==> config.mk <==
export PLATFORM = sky130hd
export DESIGN_NAME = day1_input_parser
export DESIGN_NICKNAME = d
export VERILOG_FILES = /design/src/rtl/day1_input_parser.sv
export SDC_FILE = /design/constraint.sdc
export NUM_CORES = 1
export LEC_CHECK = 0
export BUFFER_PORTS_ARGS = -buffer_cell sky130_fd_sc_hd__buf_2
export CAP_MARGIN = 20
export CORE_ASPECT_RATIO = 1.2
export CORE_MARGIN = 4
export CORE_UTILIZATION = 40
export DETAILED_ROUTE_END_ITERATION = 16
export PLACE_DENSITY_LB_ADDON = 0.08
export SETUP_SLACK_MARGIN = 0.2
export SLEW_MARGIN = 30
export SYNTH_ARGS = -nofsm -noshare
export SYNTH_HDL_FRONTEND = slang
export SYNTH_SLANG_ARGS = --single-unit
==> constraint.sdc <==
create_clock -name clock -period 5 [get_ports clock]
set_input_delay 1 -clock clock [delete_from_list [all_inputs] [get_ports clock]]
set_output_delay 1 -clock clock [all_outputs]
set_load 0.05 [all_outputs]
==> src/rtl/day1_input_parser.sv <==
// ASCII rotation-line parser ("L68\n", "R48\r\n") feeding day1_puzzle's
// init/valid/ready command interface, one command in flight at a time.
module day1_input_parser #(
  parameter int WIDTH     = 16,
  parameter int START_POS = 50,
  parameter int DIAL_MAX  = 99
) (
  input  logic             clock,
  input  logic             reset,
  input  logic             in_valid,
  input  logic [7:0]       in_data,
  input  logic             in_last,
  output logic             in_ready,
  output logic             init,
  output logic             valid,
  input  logic             ready,
  output logic             rotation,
  output logic [WIDTH-1:0] rotate_amount,
  output logic [WIDTH-1:0] max_number,
  output logic [WIDTH-1:0] cmd_count,
  output logic [7:0]       err_count,
  output logic             overflow,
  output logic             done
);
  localparam logic [2:0] S_INIT = 3'd0;
  localparam logic [2:0] S_DIR  = 3'd1;
  localparam logic [2:0] S_NUM  = 3'd2;
  localparam logic [2:0] S_EMIT = 3'd3;
  localparam logic [2:0] S_SKIP = 3'd4;
  localparam logic [2:0] S_DONE = 3'd5;

  localparam logic [7:0] C_LF = 8'h0A;
  localparam logic [7:0] C_CR = 8'h0D;
  localparam logic [7:0] C_SP = 8'h20;
  localparam logic [7:0] C_L  = 8'h4C;
  localparam logic [7:0] C_R  = 8'h52;
  localparam logic [7:0] C_0  = 8'h30;
  localparam logic [7:0] C_9  = 8'h39;
  localparam logic [WIDTH+3:0] ACC_MAX = {4'b0000, {WIDTH{1'b1}}};

  logic [2:0]       r_state;
  logic             r_init;
  logic             r_rotation;
  logic [WIDTH-1:0] r_amount;
  logic [WIDTH-1:0] r_acc;
  logic             r_has_dig;
  logic             r_last;
  logic [WIDTH-1:0] r_cmd;
  logic [7:0]       r_err;
  logic             r_ovf;

  logic             w_fire;
  logic             w_is_dig;
  logic             w_is_eol;
  logic             w_is_sp;
  logic             w_is_dir;
  logic             w_err_inc;
  logic [WIDTH+3:0] w_prod;
  logic             w_acc_ovf;
  logic [WIDTH-1:0] w_acc_nx;

  assign in_ready      = (r_state == S_DIR) || (r_state == S_NUM) || (r_state == S_SKIP);
  assign valid         = (r_state == S_EMIT);
  assign done          = (r_state == S_DONE);
  assign init          = r_init;
  assign rotation      = r_rotation;
  assign rotate_amount = r_amount;
  assign max_number    = WIDTH'(DIAL_MAX);
  assign cmd_count     = r_cmd;
  assign err_count     = r_err;
  assign overflow      = r_ovf;

  assign w_fire   = in_valid && in_ready;
  assign w_is_dig = (in_data >= C_0) && (in_data <= C_9);
  assign w_is_eol = (in_data == C_LF) || (in_data == C_CR);
  assign w_is_sp  = (in_data == C_SP);
  assign w_is_dir = (in_data == C_L) || (in_data == C_R);

  // Four spare bits hold acc*10+9 for any acc, so saturation is a plain compare.
  assign w_prod    = ({4'b0000, r_acc} * (WIDTH+4)'(10)) + (WIDTH+4)'(in_data[3:0]);
  assign w_acc_ovf = (w_prod > ACC_MAX);
  assign w_acc_nx  = w_acc_ovf ? {WIDTH{1'b1}} : w_prod[WIDTH-1:0];

  // A direction that arrives with in_last is an incomplete line.
  always_comb begin
    w_err_inc = 1'b0;
    if (w_fire) begin
      case (r_state)
        S_DIR:   w_err_inc = w_is_dir ? in_last : !(w_is_eol || w_is_sp);
        S_NUM:   w_err_inc = !w_is_dig && !(w_is_eol && r_has_dig);
        default: w_err_inc = 1'b0;
      endcase
    end
  end

  always_ff @(posedge clock) begin
    if (reset) begin
      r_state    <= S_INIT;
      r_init     <= 1'b0;
      r_rotation <= 1'b0;
      r_amount   <= '0;
      r_acc      <= '0;
      r_has_dig  <= 1'b0;
      r_last     <= 1'b0;
      r_cmd      <= '0;
      r_err      <= '0;
      r_ovf      <= 1'b0;
    end else begin
      if (w_err_inc && (r_err != 8'hFF)) r_err <= r_err + 8'd1;
      case (r_state)
        S_INIT: begin
          if (!r_init) begin
            r_init   <= 1'b1;
            r_amount <= WIDTH'(START_POS);
          end else begin
            r_init  <= 1'b0;
            r_state <= S_DIR;
          end
        end
        S_DIR: if (w_fire) begin
          if (in_last) r_state <= S_DONE;
          else if (w_is_dir) begin
            r_rotation <= (in_data == C_R);
            r_acc      <= '0;
            r_has_dig  <= 1'b0;
            r_state    <= S_NUM;
          end else if (!(w_is_eol || w_is_sp)) r_state <= S_SKIP;
        end
        S_NUM: if (w_fire) begin
          if (w_is_dig) begin
            r_acc     <= w_acc_nx;
            r_has_dig <= 1'b1;
            if (w_acc_ovf) r_ovf <= 1'b1;
            if (in_last) begin
              r_amount <= w_acc_nx;
              r_last   <= 1'b1;
              r_state  <= S_EMIT;
            end
          end else if (w_is_eol && r_has_dig) begin
            r_amount <= r_acc;
            r_last   <= in_last;
            r_state  <= S_EMIT;
          end else if (in_last) r_state <= S_DONE;
          else if (w_is_eol)    r_state <= S_DIR;
          else                  r_state <= S_SKIP;
        end
        S_SKIP: if (w_fire) begin
          if (in_last)              r_state <= S_DONE;
          else if (in_data == C_LF) r_state <= S_DIR;
        end
        S_EMIT: if (ready) begin
          r_cmd   <= r_cmd + WIDTH'(1);
          r_state <= r_last ? S_DONE : S_DIR;
        end
        S_DONE:  r_state <= S_DONE;
        default: r_state <= S_INIT;
      endcase
    end
  end
endmodule

==> results.json, run 1 <==
{
  "numCtsBuffers": 9,
  "routed_via_density": 5.560,
  "worstPathRequired_ps": 5170,
  "endpoint_kind": "register",
  "fillers": 1121,
  "gp_congestion": 0.8026,
  "crit_type": "register to register",
  "finish.net_count": 640,
  "ant_nets": 0,
  "dr.pass1.iters": 5,
  "clockBufferDepth": 2,
  "cts.sinks": 64,
  "rows": 42,
  "clkTransAtPathRegs_ps": 60,
  "port_buffers": 58,
  "worstSetupStartpointType": "register",
  "path_max_fanout": 25,
  "grt.total_usage_pct": 17.87,
  "post_synth_num_cell_types": 72,
  "intPower_mw": 1.068,
  "cts_max_level": 3,
  "overflow": 0,
  "netlist_instances": 548,
  "hold_viol_final": 0,
  "tns_ps": 0,
  "fmax_mhz": 261.7,
  "p_seq_share_pct": 35.3,
  "area_growth_pct": 13.11,
  "die_h_um": 124.1,
  "rsz0062_at_grt": "no",
  "clock-skew-final_ps": 5.820,
  "cts_root_buf": "clkbuf_16",
  "cap_violations": 0,
  "layout_common_cells": "64 x dfxtp_1, 58 x buf_2, 53 x nor2_1",
  "synth_edf_count": 0,
  "worstMarginPinSlew_ps": 807.4,
  "relSlewSlack_pct": 45.02,
  "remaining_drc_errors": 0,
  "synthArstFlopShare_pct": 0,
  "synth_area_per_cell_sq_um": 8.201,
  "p_switching_mw": 0.5867,
  "diodes": 0,
  "initial_utilization_pct": 40.73,
  "fp.dieArea_sq_um": 13000,
  "insertion_delay_ps": 330,
  "grt_pass1_wl_mm": 18.86,
  "cts_resized": 0,
  "vias": 4053,
  "die_w_um": 104.8,
  "setup_viol": 0,
  "grt_max_degree": 37,
  "synth_seq_area_share_pct": 28.51,
  "critPathBufInv": 1,
  "synth_top_area_cell": "dfxtp_1",
  "first_iter_violations": 244,
  "vdd_drop_max_uv": 264.9,
  "worst_hold_slack_ps": 445.3,
  "combPwrFrac_pct": 26.2,
  "fin_total_pwr_mw": 1.655,
  "cts_tree": "done",
  "mostFrequentLayoutCell": "dfxtp_1",
  "first_global_vias": 3816,
  "p_leak_nw": 2.160,
  "cp_slowest_cell": "mux2i_4",
  "period_needed_ps": 3822,
  "syn-cell-area_sq_um": 4494,
  "outcome": "complete, no violations",
  "power.density_nw_per_um2": 325.5,
  "cpPeakStageDelay_ps": 660,
  "ys_warn_count": 0,
  "power.share.switching_pct": 35.46,
  "arrival_ps": 3990,
  "final_layout_size_suffix_gt1_share_pct": 15.08,
  "crit_path_frequent_cell": "ha_1",
  "synth-seq-cells": 64,
  "clockPowerShare_pct": 38.5,
  "hold_path.class": "register to register",
  "synth_area_leaders": "dfxtp_1 29%, ha_1 9.2%, a21oi_1 5.0%, xor2_1 4.9%, nor2_1 4.4%",
  "worst_path_dominant_cell_family": "simple AND/OR/NAND/NOR gates",
  "synth_top_area_share_pct": 28.51,
  "fp.coreArea_sq_um": 11040,
  "finalCritPeriodShare_pct": 76.43,
  "synth_ff_type": "dfxtp_1",
  "cts_hold_buffers": 0,
  "cts_setup_buffers": 0,
  "final_core_util_pct": 46.07,
  "antenna_found_initial": 0,
  "drt_wl_total_mm": 11.57,
  "io_pins": 75,
  "wl_per_cell_um": 15.87,
  "cp_cell_sequence": "ha_1 -> ha_1 -> inv_1 -> fa_1 -> nand2b_1 -> a21o_1 -> a31oi_1 -> and3b_1 -> and2_1 -> or3b_1 -> mux2i_4 -> a311oi_1",
  "maxSlewViolCount": 0,
  "dp_hpwl_mm": 8.548
}
==> metal layers <==
| layer | track usage (%) | vias to the layer above | routed length [um] |
|---|---|---|---|
| met2 | 29.05 | 102 | 5468 |
| met3 | 3.370 | 15 | 517 |
| met1 | 23.53 | 1878 | 5386 |
| met5 | 0 | - | 0 |
| li1 | - | 2058 | - |
| met4 | 7.137 | 0 | 193 |
==> Yosys cell counts, types with 3 or more instances <==
library cell  instances
a211oi_1             20
a21o_1               10
a21oi_1              45
a311oi_1              9
a31oi_1               6
and2_1                5
and3_1               10
and4_1                3
buf_2                 4
buf_4                16
clkbuf_1             18
dfxtp_1              64
ha_1                 33
inv_1                15
mux2i_1               3
nand2_1              37
nand2b_1              9
nand3_1              24
nand3b_1              5
nand4_1               7
nor2_1               53
nor2b_1               4
nor3_1               10
nor3b_1               4
o211ai_1              6
o21ai_0              18
o21ai_1               9
o31ai_1               3
or3_1                 7
xnor2_1              15
xor2_1               25
==> path summary, 6_finish.rpt <==
| check | startpoint | endpoint | slack, ps | depth (start not counted) |
|---|---|---|---|---|
| setup / recovery | r_acc[1]$_SDFFE_PP0P_ | r_acc[10]$_SDFFE_PP0P_ | 1180 | 12 |
| hold / removal | rotation$_SDFFE_PP0P_ | rotation$_SDFFE_PP0P_ | 450 | 2 |
| setup reg to reg | r_acc[1]$_SDFFE_PP0P_ | r_acc[10]$_SDFFE_PP0P_ | 1180 | 12 |
| hold reg to reg | rotation$_SDFFE_PP0P_ | rotation$_SDFFE_PP0P_ | 450 | 2 |
==> layout make-up <==
| class | count | area [sq um] | area share (%) |
|---|---|---|---|
| Inverter | 15 | 56.30 | 1.108 |
| Sequential cell | 64 | 1281 | 25.20 |
| Multi-Input combinational cell | 442 | 2975 | 58.53 |
| Clock inverter | 3 | 40.04 | 0.7876 |
| Timing Repair Buffer | 60 | 305.3 | 6.005 |
| Clock buffer | 13 | 260.3 | 5.119 |
| Tap cell | 132 | 165.2 | 3.249 |
==> through the flow <==
step                      cell area (sq um)  instances  setup WS, ps
after global routing                   5084        729         902.0
after detailed placement               4783        713         939.4
after floorplan                        4547        562          1672
final                                  5084        729          1178
after global placement                 4783        713         997.8
after CTS                              5084        729          1166
==> flip-flops by register name, summed over array words and instances, names as in the netlist <==
register       flops
r_last             1
err_count          8
r_state            3
cmd_count         16
rotation           1
r_acc             16
r_has_dig          1
init               1
overflow           1
rotate_amount     16
==> worst min-delay path: cells and delay by family (launching register included) <==
family / cells / cell delay [ps]
simple gates: 1 / 50
flops: 1 / 300
compound gates: 1 / 50
==> cell families after synthesis <==
logic type | synth area share [%]
DFF | 28.51
adders and majority gates | 10.08
other | 0.1671
muxes | 1.475
xor gates and xnor gates | 7.795
buffers and inverters | 6.459
AOI/OAI and AO/OA | 21.83
and+or+nand+nor | 23.69
==> power groups by stage <==
stage          logic, mW  clock network [mW]  registers, mW
2_1_floorplan      0.310                   0          0.635
3_5_place_dp       0.435                   0          0.594
4_1_cts            0.438               0.648          0.584
3_3_place_gp       0.431                   0          0.593
6_report           0.433               0.638          0.584
5_1_grt            0.471               0.670          0.589
Note: power is estimated with default switching activity, not from simulation.
==> run 2, diff against run 1 <==
- clock period: 5 -> 3.96 ns (I/O delays scaled with it)
==> results.json, run 2 (synthesized netlist as in run 1, its figures left out) <==
{
  "outcome": "complete, no violations",
  "fin_total_pwr_mw": 2.079,
  "r2r.worst_path.cells": 13,
  "grt_max_degree": 36,
  "clock-skew-final_ps": 6.326,
  "fp.dieArea_sq_um": 13000,
  "hold_path.class": "register to register",
  "dp_hpwl_mm": 8.727,
  "endpoint_kind": "register",
  "insertion_delay_ps": 330,
  "grtUsageMet3_pct": 3.629,
  "grt_pass1_wl_mm": 18.86,
  "crit_path_frequent_cell": "ha_1",
  "hold_viol_final": 0,
  "worst_hold_slack_ps": 447.6,
  "cts.sinks": 64,
  "gr-usage-met1_pct": 22.98,
  "worstMarginPinSlew_ps": 721.1,
  "crit_type": "register to register",
  "maxSlewViolCount": 0,
  "fmax_mhz": 285.3,
  "clockBufferDepth": 2,
  "vias": 4058,
  "antenna_found_initial": 0,
  "setup_viol": 0,
  "tns_ps": 0,
  "rsz0062_at_grt": "no",
  "first_global_vias": 3786,
  "overflow": 0,
  "area_growth_pct": 13.78,
  "layout_common_cells": "64 x dfxtp_1, 58 x buf_2, 53 x nor2_1",
  "finalCritPeriodShare_pct": 88.50,
  "cts_tree": "done",
  "cp_cell_sequence": "ha_1 -> ha_1 -> inv_1 -> fa_1 -> nand2b_1 -> a21o_1 -> a31oi_1 -> and3b_1 -> and2_1 -> or3b_1 -> mux2i_4 -> buf_4 -> a311oi_1",
  "ant_nets": 0,
  "cpPeakStageDelay_ps": 430,
  "relSlewSlack_pct": 51.92,
  "cts_resized": 0,
  "cap_violations": 0,
  "vdd_drop_max_uv": 213.2,
  "cts_root_buf": "clkbuf_16",
  "io_pins": 75,
  "worstSetupStartpointType": "register",
  "fp.coreArea_sq_um": 11040,
  "p_leak_nw": 2.180,
  "wl_per_cell_um": 15.88,
  "remaining_drc_errors": 0,
  "cts_max_level": 3,
  "finish.net_count": 644,
  "drt_wl_total_mm": 11.64,
  "cts_setup_buffers": 0,
  "port_buffers": 58,
  "arrival_ps": 3680,
  "critPathBufInv": 2,
  "clkTransAtPathRegs_ps": 60,
  "routed_via_density": 5.536,
  "diodes": 0,
  "worst_path_dominant_cell_family": "simple AND/OR/NAND/NOR gates",
  "final_core_util_pct": 46.34,
  "die_w_um": 104.8,
  "numCtsBuffers": 9,
  "grt.total_usage_pct": 17.92,
  "power.density_nw_per_um2": 406.6,
  "crit_cells": 13,
  "use_met2_pct": 30.22,
  "busiest_layer": "met2",
  "initial_utilization_pct": 40.73,
  "die_h_um": 124.1,
  "cts_hold_buffers": 0,
  "final_layout_size_suffix_gt1_share_pct": 15.64,
  "hold_depth": 2,
  "first_iter_violations": 216,
  "path_max_fanout": 25,
  "period_needed_ps": 3505,
  "cp_slowest_cell": "or3b_1",
  "rows": 42,
  "worstPathRequired_ps": 4140,
  "gp_congestion": 0.7896,
  "fillers": 1149,
  "dr.pass1.iters": 4,
  "mostFrequentLayoutCell": "dfxtp_1"
}
==> run 2: worst paths after layout <==
| kind | endpoint | slack (ps) | startpoint |
|---|---|---|---|
| worst min-delay path | rotation$_SDFFE_PP0P_ | 450 | rotation$_SDFFE_PP0P_ |
| worst max-delay path | r_acc[10]$_SDFFE_PP0P_ | 460 | r_acc[1]$_SDFFE_PP0P_ |
| worst max register to register | r_acc[10]$_SDFFE_PP0P_ | 460 | r_acc[1]$_SDFFE_PP0P_ |
| worst min register to register | rotation$_SDFFE_PP0P_ | 450 | rotation$_SDFFE_PP0P_ |
==> run 2: cell type report <==
cell class,instances,area (sq um),share of cell area [%]
Clock buffer,13,260.3,5.089
Clock inverter,3,40.04,0.7830
Inverter,15,56.30,1.101
Multi-Input combinational cell,442,2975,58.18
Sequential cell,64,1281,25.06
Tap cell,132,165.2,3.230
Timing Repair Buffer,64,335.3,6.557
==> run 2: routing by layer <==
metal,up-vias,part of all wire (%),wire (um)
li1,2068,-,-
met1,1901,46,5388
met2,76,48,5567
met3,13,4.1,482
met4,0,1.7,202
met5,-,0,0
==> run 2: stage by stage <==
step	setup WS [ps]	area [sq um]	cells
2_1_floorplan	825.1	4547	562
3_3_place_gp	449.6	4813	717
3_5_place_dp	373.5	4813	717
4_1_cts	450.4	5114	733
5_1_grt	203.8	5114	733
6_report	455.3	5114	733
==> run 2: power by group <==
group / total [mW] / internal, mW / switching [mW]
Clock: 0.793 / 0.519 / 0.273
Sequential: 0.734 / 0.681 / 0.0527
Combinational: 0.552 / 0.149 / 0.404
Total: 2.08 / 1.35 / 0.730
==> run 2: worst register-to-register path, delay by kind of cell, from the launching register on <==
family / cells / cell delay, ps
AOI/OAI and AO/OA: 3 / 580
muxes: 1 / 140
buffers and inverters: 2 / 350
and+or+nand+nor: 4 / 1060
DFF: 1 / 360
adders and majority gates: 3 / 850
==> run 3, diff against run 2 <==
- CELL_PAD_IN_SITES_DETAIL_PLACEMENT: unset -> 1
- CELL_PAD_IN_SITES_GLOBAL_PLACEMENT: unset -> 2
- CORE_UTILIZATION: 40 -> 34
==> results.json, run 3 (synthesized netlist as in run 1, its figures left out) <==
{
  "outcome": "complete, no violations",
  "dp.cells": 751,
  "vias": 4157,
  "r2r.worst_path.cells": 13,
  "first_iter_violations": 154,
  "overflow": 0,
  "initial_utilization_pct": 35.16,
  "intPower_mw": 1.387,
  "crit_type": "register to register",
  "port_buffers": 58,
  "cts_hold_buffers": 0,
  "clkTransAtPathRegs_ps": 60,
  "period_needed_ps": 3462,
  "place_area_sq_um": 4868,
  "clockPowerShare_pct": 40.3,
  "clock-skew-final_ps": 5.179,
  "diodes": 0,
  "cts_root_buf": "clkbuf_16",
  "clockBufferDepth": 2,
  "layout.cells.non_filler": 767,
  "worst_hold_slack_ps": 453.7,
  "endpoint_kind": "register",
  "drt_wl_total_mm": 13.37,
  "worstSetupStartpointType": "register",
  "p_switching_mw": 0.7846,
  "tns_ps": 0,
  "numCtsBuffers": 9,
  "fillers": 1529,
  "relSlewSlack_pct": 51.35,
  "layout_common_cells": "64 x dfxtp_1, 58 x buf_2, 53 x nor2_1",
  "fmax_mhz": 288.9,
  "cts_max_level": 3,
  "p_leak_nw": 2.200,
  "dp_hpwl_mm": 10.12,
  "wl_per_cell_um": 17.43,
  "insertion_delay_ps": 330,
  "cap_violations": 0,
  "vdd_drop_max_uv": 199.3,
  "fp.coreArea_sq_um": 12780,
  "finish.net_count": 646,
  "hold_viol_final": 0,
  "antenna_found_initial": 0,
  "fp.dieArea_sq_um": 15130,
  "cts.sinks": 64,
  "area_growth_pct": 15.84,
  "setup_viol": 0,
  "rows": 45,
  "path_max_fanout": 25,
  "first_global_vias": 4341,
  "cts_tree": "done",
  "grt_max_degree": 42,
  "power.share.switching_pct": 36.12,
  "dr.pass1.iters": 4,
  "final_layout_size_suffix_gt1_share_pct": 16.42,
  "arrival_ps": 3650,
  "hold_path.class": "register to register",
  "grt_pass1_wl_mm": 22.20,
  "p_seq_share_pct": 33.9,
  "maxSlewViolCount": 0,
  "fin_total_pwr_mw": 2.172,
  "worstPathRequired_ps": 4150,
  "gp_congestion": 0.8213,
  "power.density_nw_per_um2": 417.2,
  "rsz0062_at_grt": "no",
  "hold_depth": 2,
  "grt.total_usage_pct": 17.80,
  "final_area_sq_um": 5206,
  "routed_via_density": 5.420,
  "finalCritPeriodShare_pct": 87.42,
  "remaining_drc_errors": 0,
  "ant_nets": 0,
  "die_w_um": 113.0,
  "worstMarginPinSlew_ps": 729.6,
  "io_pins": 75,
  "mostFrequentLayoutCell": "dfxtp_1",
  "combPwrFrac_pct": 25.8,
  "die_h_um": 133.9
}
run 3: area by class of cell:
cell class                      count  area [sq um]  area share [%]
Clock buffer                        9         225.2           4.326
Clock inverter                      7         102.6           1.971
Inverter                           15         56.30           1.081
Multi-Input combinational cell    442          2982           57.27
Sequential cell                    64          1281           24.61
Tap cell                          164         205.2           3.941
Timing Repair Buffer               66         354.1           6.801
run 3: worst max-delay path, cell delays in order, from the launching register on:
cell	delay [ps]
dfxtp_1	360
ha_1	300
ha_1	160
inv_1	50
fa_1	380
nand2b_1	220
a21o_1	240
a31oi_2	210
and3b_1	240
and2_1	200
or3b_1	420
mux2i_4	150
buf_6	240
a311oi_1	120
run 3: what timing repair did:
action | 4_1_cts | 5_1_grt
endpoints found under the setup margin | 0 | 25
resized for setup | 0 | 2
setup buffers | 0 | 0
run 3: power groups by stage:
stage	registers [mW]	logic (mW)	clock network [mW]
2_1_floorplan	0.801	0.391	0
3_3_place_gp	0.747	0.558	0
3_5_place_dp	0.749	0.564	0
4_1_cts	0.735	0.566	0.893
5_1_grt	0.746	0.614	0.929
6_report	0.736	0.561	0.875
run 3: routing by layer:
layer  global-route usage, %  vias up  wire, um
met5                       0        -         0
li1                        -     2078         -
met3                   3.565       21       572
met2                   29.81       78      6456
met1                   22.90     1980      6107
met4                   5.745        0       229
run 3: per-stage QoR:
step                util [%]  worst slack (ps)
finish                 40.73             498.3
global route           40.73             245.3
floorplan                  -             825.1
global placement       38.09             444.6
detailed placement     38.09             371.5
CTS                    40.66             353.0
run 3: worst paths after layout:
kind / from / end / slack (ps)
worst max register to register: r_acc[1]$_SDFFE_PP0P_ / r_acc[1]$_SDFFE_PP0P_ / 500
worst min register to register: rotation$_SDFFE_PP0P_ / rotation$_SDFFE_PP0P_ / 450
worst max-delay path: r_acc[1]$_SDFFE_PP0P_ / r_acc[1]$_SDFFE_PP0P_ / 500
worst min-delay path: rotation$_SDFFE_PP0P_ / rotation$_SDFFE_PP0P_ / 450
